`src/rtl/limber_gnrl_pipe.sv`:
```
// limber_gnrl_pipe: DEPTH-stage elastic pipeline register with back-pressure, flush and occupancy count.
// Define LIMBER_GNRL_PIPE_SKID_EN to add a one-entry skid register that makes i_ready registered.
module limber_gnrl_pipe #(
  parameter int DW    = 8,
  parameter int DEPTH = 2,
  parameter int CW    = $clog2(DEPTH + 2)
) (
  input  logic          clk,
  input  logic          rst,
  input  logic          flush,
  input  logic          i_valid,
  output logic          i_ready,
  input  logic [DW-1:0] i_data,
  output logic          o_valid,
  input  logic          o_ready,
  output logic [DW-1:0] o_data,
  output logic [CW-1:0] count
);

  logic [DEPTH-1:0] v_q;
  logic [DEPTH-1:0] v_d;
  logic [DEPTH-1:0] adv;
  logic [DW-1:0]    d_q [DEPTH];
  logic [DW-1:0]    d_d [DEPTH];
  logic             src0_v;
  logic [DW-1:0]    src0_d;
  logic [CW-1:0]    cnt_stages;

  // Stage k may advance when any stage from k onward is empty or the sink takes the head word.
  always_comb begin
    for (int k = 0; k < DEPTH; k++) begin
      adv[k] = o_ready;
      for (int j = k; j < DEPTH; j++) begin
        if (!v_q[j]) adv[k] = 1'b1;
      end
    end
  end

  always_comb begin
    for (int k = 0; k < DEPTH; k++) begin
      v_d[k] = v_q[k];
      d_d[k] = d_q[k];
    end
    if (adv[0]) begin
      v_d[0] = src0_v;
      if (src0_v) d_d[0] = src0_d;
    end
    for (int k = 1; k < DEPTH; k++) begin
      if (adv[k]) begin
        v_d[k] = v_q[k-1];
        if (v_q[k-1]) d_d[k] = d_q[k-1];
      end
    end
  end

  always_ff @(posedge clk) begin
    if (rst) begin
      v_q <= '0;
      for (int k = 0; k < DEPTH; k++) d_q[k] <= '0;
    end else begin
      v_q <= flush ? '0 : v_d;
      for (int k = 0; k < DEPTH; k++) d_q[k] <= d_d[k];
    end
  end

  always_comb begin
    cnt_stages = '0;
    for (int k = 0; k < DEPTH; k++) cnt_stages = cnt_stages + CW'(v_q[k]);
  end

  assign o_valid = v_q[DEPTH-1];
  assign o_data  = d_q[DEPTH-1];

`ifdef LIMBER_GNRL_PIPE_SKID_EN
  logic          skid_v_q;
  logic [DW-1:0] skid_d_q;

  assign i_ready = ~skid_v_q;
  assign src0_v  = skid_v_q | i_valid;
  assign src0_d  = skid_v_q ? skid_d_q : i_data;
  assign count   = cnt_stages + CW'(skid_v_q);

  // A word accepted while stage 0 is blocked parks here; it drains ahead of any new input.
  always_ff @(posedge clk) begin
    if (rst) begin
      skid_v_q <= 1'b0;
      skid_d_q <= '0;
    end else if (flush) begin
      skid_v_q <= 1'b0;
    end else if (skid_v_q) begin
      if (adv[0]) skid_v_q <= 1'b0;
    end else if (i_valid && !adv[0]) begin
      skid_v_q <= 1'b1;
      skid_d_q <= i_data;
    end
  end
`else
  assign i_ready = adv[0];
  assign src0_v  = i_valid;
  assign src0_d  = i_data;
  assign count   = cnt_stages;
`endif

endmodule

```
`config.mk`:
```
export PLATFORM = sky130hd
export DESIGN_NAME = limber_gnrl_pipe
export DESIGN_NICKNAME = d
export VERILOG_FILES = /design/src/rtl/limber_gnrl_pipe.sv
export SDC_FILE = /design/constraint.sdc
export NUM_CORES = 1
export LEC_CHECK = 0
export ABC_AREA = 1
export BUFFER_PORTS_ARGS = -buffer_cell sky130_fd_sc_hd__buf_2
export CAP_MARGIN = 40
export CORE_UTILIZATION = 45
export DETAILED_ROUTE_END_ITERATION = 8
export PLACE_DENSITY = 0.71
export SYNTH_ARGS = -nofsm -noshare
export SYNTH_HDL_FRONTEND = slang
export SYNTH_SLANG_ARGS = --single-unit
```
`constraint.sdc`:
```
create_clock -name clk -period 1 [get_ports clk]
set_clock_uncertainty 0.1 [all_clocks]
set_input_delay 0.1 -clock clk [delete_from_list [all_inputs] [get_ports clk]]
set_output_delay 0.1 -clock clk [all_outputs]
set_load 0.05 [all_outputs]
```
# == Word level (Yosys, flattened, before mapping) ==
# Memory sizes are Yosys's and may differ from the RTL's.
# Cells that the tools add are included.
# classes
n_reduce_logical,1
addsub,1
mux,12
bitwise,2
# op_table
cell,count
$mux W8,6
$mux W1,6
$add A1 B1 Y2,1
$or A1 B1 Y1,2
$reduce_or A2 Y1,1
# totals
output_inout_bits,12
wordCells,19
mem_count,1
regBits,2
mem_bits_rw,16
# mem_list
memory,depth,width,rd,rd_clocked_by_memory_dff,wr,line_no,rtl
d_q,2,8,2,0,2,23,logic [DW-1:0] d_q [DEPTH];

# == Longest topological paths before layout ==
# logic_depth
ltp_word,4
mapped_depth,5

# == Worst setup path after synthesis ==
# OpenSTA, ideal clock, no wires.
# synth_timing
path_kind,register to output
from,reg v_q[1]
to,out count[1]
setup_slack_ns,-0.540
stages_incl_launch_ff,2
required_ns,0.800
arrival_time_ns,1.340
cell_sequence,dfxtp_1 -> ha_1
# synth_between
elab_chain_len,1
# synth_lines
item,line_no,rtl
from (decl),20,logic [DEPTH-1:0] v_q;
from (signal assigned),61,v_q <= flush ? '0 : v_d;
$add A1 B1 Y2,68,for (int k = 0; k < DEPTH; k++) cnt_stages = cnt_stages + CW'(v_q[k]);
to (decl),17,output logic [CW-1:0] count
# No other way between the ends.

# == Worst setup path after layout ==
# layout_timing
from,reg v_q[0]
to,out count[0]
# The elaborated chain is that of the path after synthesis.

==> out/qor.txt <==
Core ar. - 0.001783 mm^2
Nets - 155
drt pass-1 iters - 4
first-pass GRT wire length - 2.829 mm
vias per std cell - 4.636
TritonCTS Buffers - 3
static leakage - 0.5986 nW
syn nets - 128
hpwl dp - 1.121 mm
cell area after placement - 0.001025 mm^2
Least-Margin Pin Slew - 0.2424 ns
share of cells above drive strength 1 - 45.71%
Hold Vio Cnt, Final - 2
Critical Path Max Stage Delay - 0.37 ns
R2R Path End - d_q[0][10]
start point of the worst hold path - flush
delay-heaviest family, CP - flip-flops
sequential cell area fraction in the yosys report - 40.51%
H-Tree Depth - 1
Synth Cell Area - 889.6 um^2
fin util - 70.53%
Max Clk Rate - 0.7933 GHz
unrepaired setup endpoints after global routing - yes
hold path cells - 3
Yosys reg bits - 18
Synth-to-Final Area Change - 41.35%
number of diodes - 0
Hold Worst Slack - -0.04471 ns
setup slack, reg-to-reg - -0.17 ns
share of the synthesized area in the top cell type - 40.51%
clock-pin slew of the registers on the worst-case setup and hold paths - 0.10 ns
post-synthesis cell type count - 17
Critical Path Slowest Stage Cell - dfxtp_4
die height - 46.46 um
Final Instance Area - 0.001257 mm^2
Worst Setup SP - v_q[0]
Final GP Congestion - 0.6847
total number of vias - 765
DRC viols - 0
IO buf count - 24
clk buf depth - 2
Arrival @ worst endpoint - 1.06 ns
drt wl/cell - 11.17 um
Reg2Reg Depth - 6
Starting Density - 49.89%
Yosys top cell by area - dfxtp_1
minimum clock period after layout - 1.261 ns
Mapped Cells - 114
Peak VDD IR - 0.6283 mV
Tcrit/Tclk final - 126.1%
critical path buffer and inverter count - 1
Die Width - 46.46 um
worst min path class - in2reg
Ports - 25
CP Max Fanout - 2
number of cells on the critical path - 2
failing checks - hold timing, setup timing
syn avg cell area - 7.804 um^2
DRT Wirelength - 1.843 mm
Max Slew Vio Count - 0
P per Cell Area - 1257 mW/mm^2
DRT iter0 DRCs - 11
antenna violations before repair - 0
final setup margin - -0.2606 ns
vias in the first global route - 657
Worst setup EP type - output pin
Syn. warnings - 0
setup violators final - 22
largest net degree at the start of global routing - 18
Clock Sinks - 18
status - complete, but fails checks
reg-to-reg startpoint - v_q[0]
TritonCTS clock tree - built
kind of critical path - reg2out
Final ANT Viol Nets - 0
MaxCap Viol Count - 0
Root Driver - clkbuf_4
CP cell instances - ha_4 > buf_8
Synth area leaders - dfxtp_1 41%, nor2_1 10%, buf_4 8.4%, a21oi_2 7.9%, nand2_1 6.8%
Startpoint Class - register
CP required - 0.80 ns
total track usage - 18.87%
worst rel slew slack - 83.84%
Clock Latency Late Sink - 0.29 ns
die area - 0.002159 mm^2
total grt overflow - 0
critical path endpoint - count[0]
row cnt - 15
==> state kept, by name (all words and copies together) (netlist names) <==
register / flops
v_q: 2
d_q: 16
==> per-stage QoR <==
stage	setup TNS [ns]	hold slack, ns	total power, mW	std cells	setup slack (ns)
final	-3.281	-0.04471	1.580	165	-0.2606
after global routing	-4.832	-0.04406	1.655	165	-0.3009
after detailed placement	-1.653	0.2698	1.079	158	-0.1193
after floorplan	-1.543	0.1597	1.023	114	-0.1652
after global placement	-1.011	0.2558	1.070	158	-0.09194
after CTS	-4.312	-0.04645	1.561	165	-0.2557
==> layout make-up <==
cell class                      count  area, um^2
Sequential cell                    18       377.9
Clock buffer                        4       36.28
Timing Repair Buffer               35       354.1
Inverter                           12       47.55
Fill cell                         143       525.5
Multi-Input combinational cell     71       410.4
Tap cell                           25       31.28
==> Yosys cell counts <==
cell and count:
buf_6 1, a21oi_4 1, buf_4 10, dfxtp_1 18, nor2_1 24, a21oi_2 8, nand2_2 1, clkbuf_1 1
nand3_1 8, nand2_1 16, nand3_4 1, nand3b_1 8, or2_2 1, inv_1 12, a21oi_1 2, ha_1 1
buf_2 1
==> per-layer routing <==
| layer | global-route usage, % | vias to the layer above | share of wire (%) |
|---|---|---|---|
| met2 | 34.17 | 19 | 53 |
| met1 | 20.71 | 341 | 43 |
| met4 | 10.59 | 0 | 1.6 |
| li1 | - | 401 | - |
| met5 | 0 | - | 0 |
| met3 | 2.353 | 4 | 2.4 |
==> logic make-up after synthesis <==
logic type | after synthesis | synth area share [%]
simple gates | 59 | 31.51
fa+ha+maj | 1 | 1.406
compound gates | 11 | 10.83
buf+inv | 25 | 15.75
flops | 18 | 40.51
==> power breakdown <==
group | internal (mW) | total [mW] | leakage (nW) | switching (mW)
registers | 0.759 | 0.791 | 0.153 | 0.0324
logic | 0.158 | 0.339 | 0.424 | 0.181
clock network | 0.222 | 0.450 | 0.0210 | 0.228
==> how the worst min path moves through the flow <==
stage	to
final	v_q[1]
after global routing	v_q[1]
after CTS	v_q[1]
after detailed placement	v_q[0]
after global placement	v_q[1]
after floorplan	v_q[1]
==> timing repair <==
item,CTS,global route
setup endpoints to repair,30,30
setup buffers,3,0
resized for setup,38,18
hold endpoints to repair,2,2
pin swaps,9,7
==> worst register-to-register path, delay by kind of cell, from the launching register on <==
| kind | cells | cell delay [ns] |
|---|---|---|
| flip-flops | 1 | 0.38 |
| AND/OR/NAND/NOR | 2 | 0.18 |
| AO/OA/AOI/OAI | 1 | 0.20 |
| buffers and inverters | 3 | 0.26 |
==> placed cells by master (no fill, tap or decap), drive strengths merged <==
cell type and count:
dfxtp 18, a21oi 11, nand3b 8, or2 1
buf 35, nand2 17, nand3 9, clkbuf 4
nor2 24, ha 1, inv 12
Power figures use the tool's default switching activity.
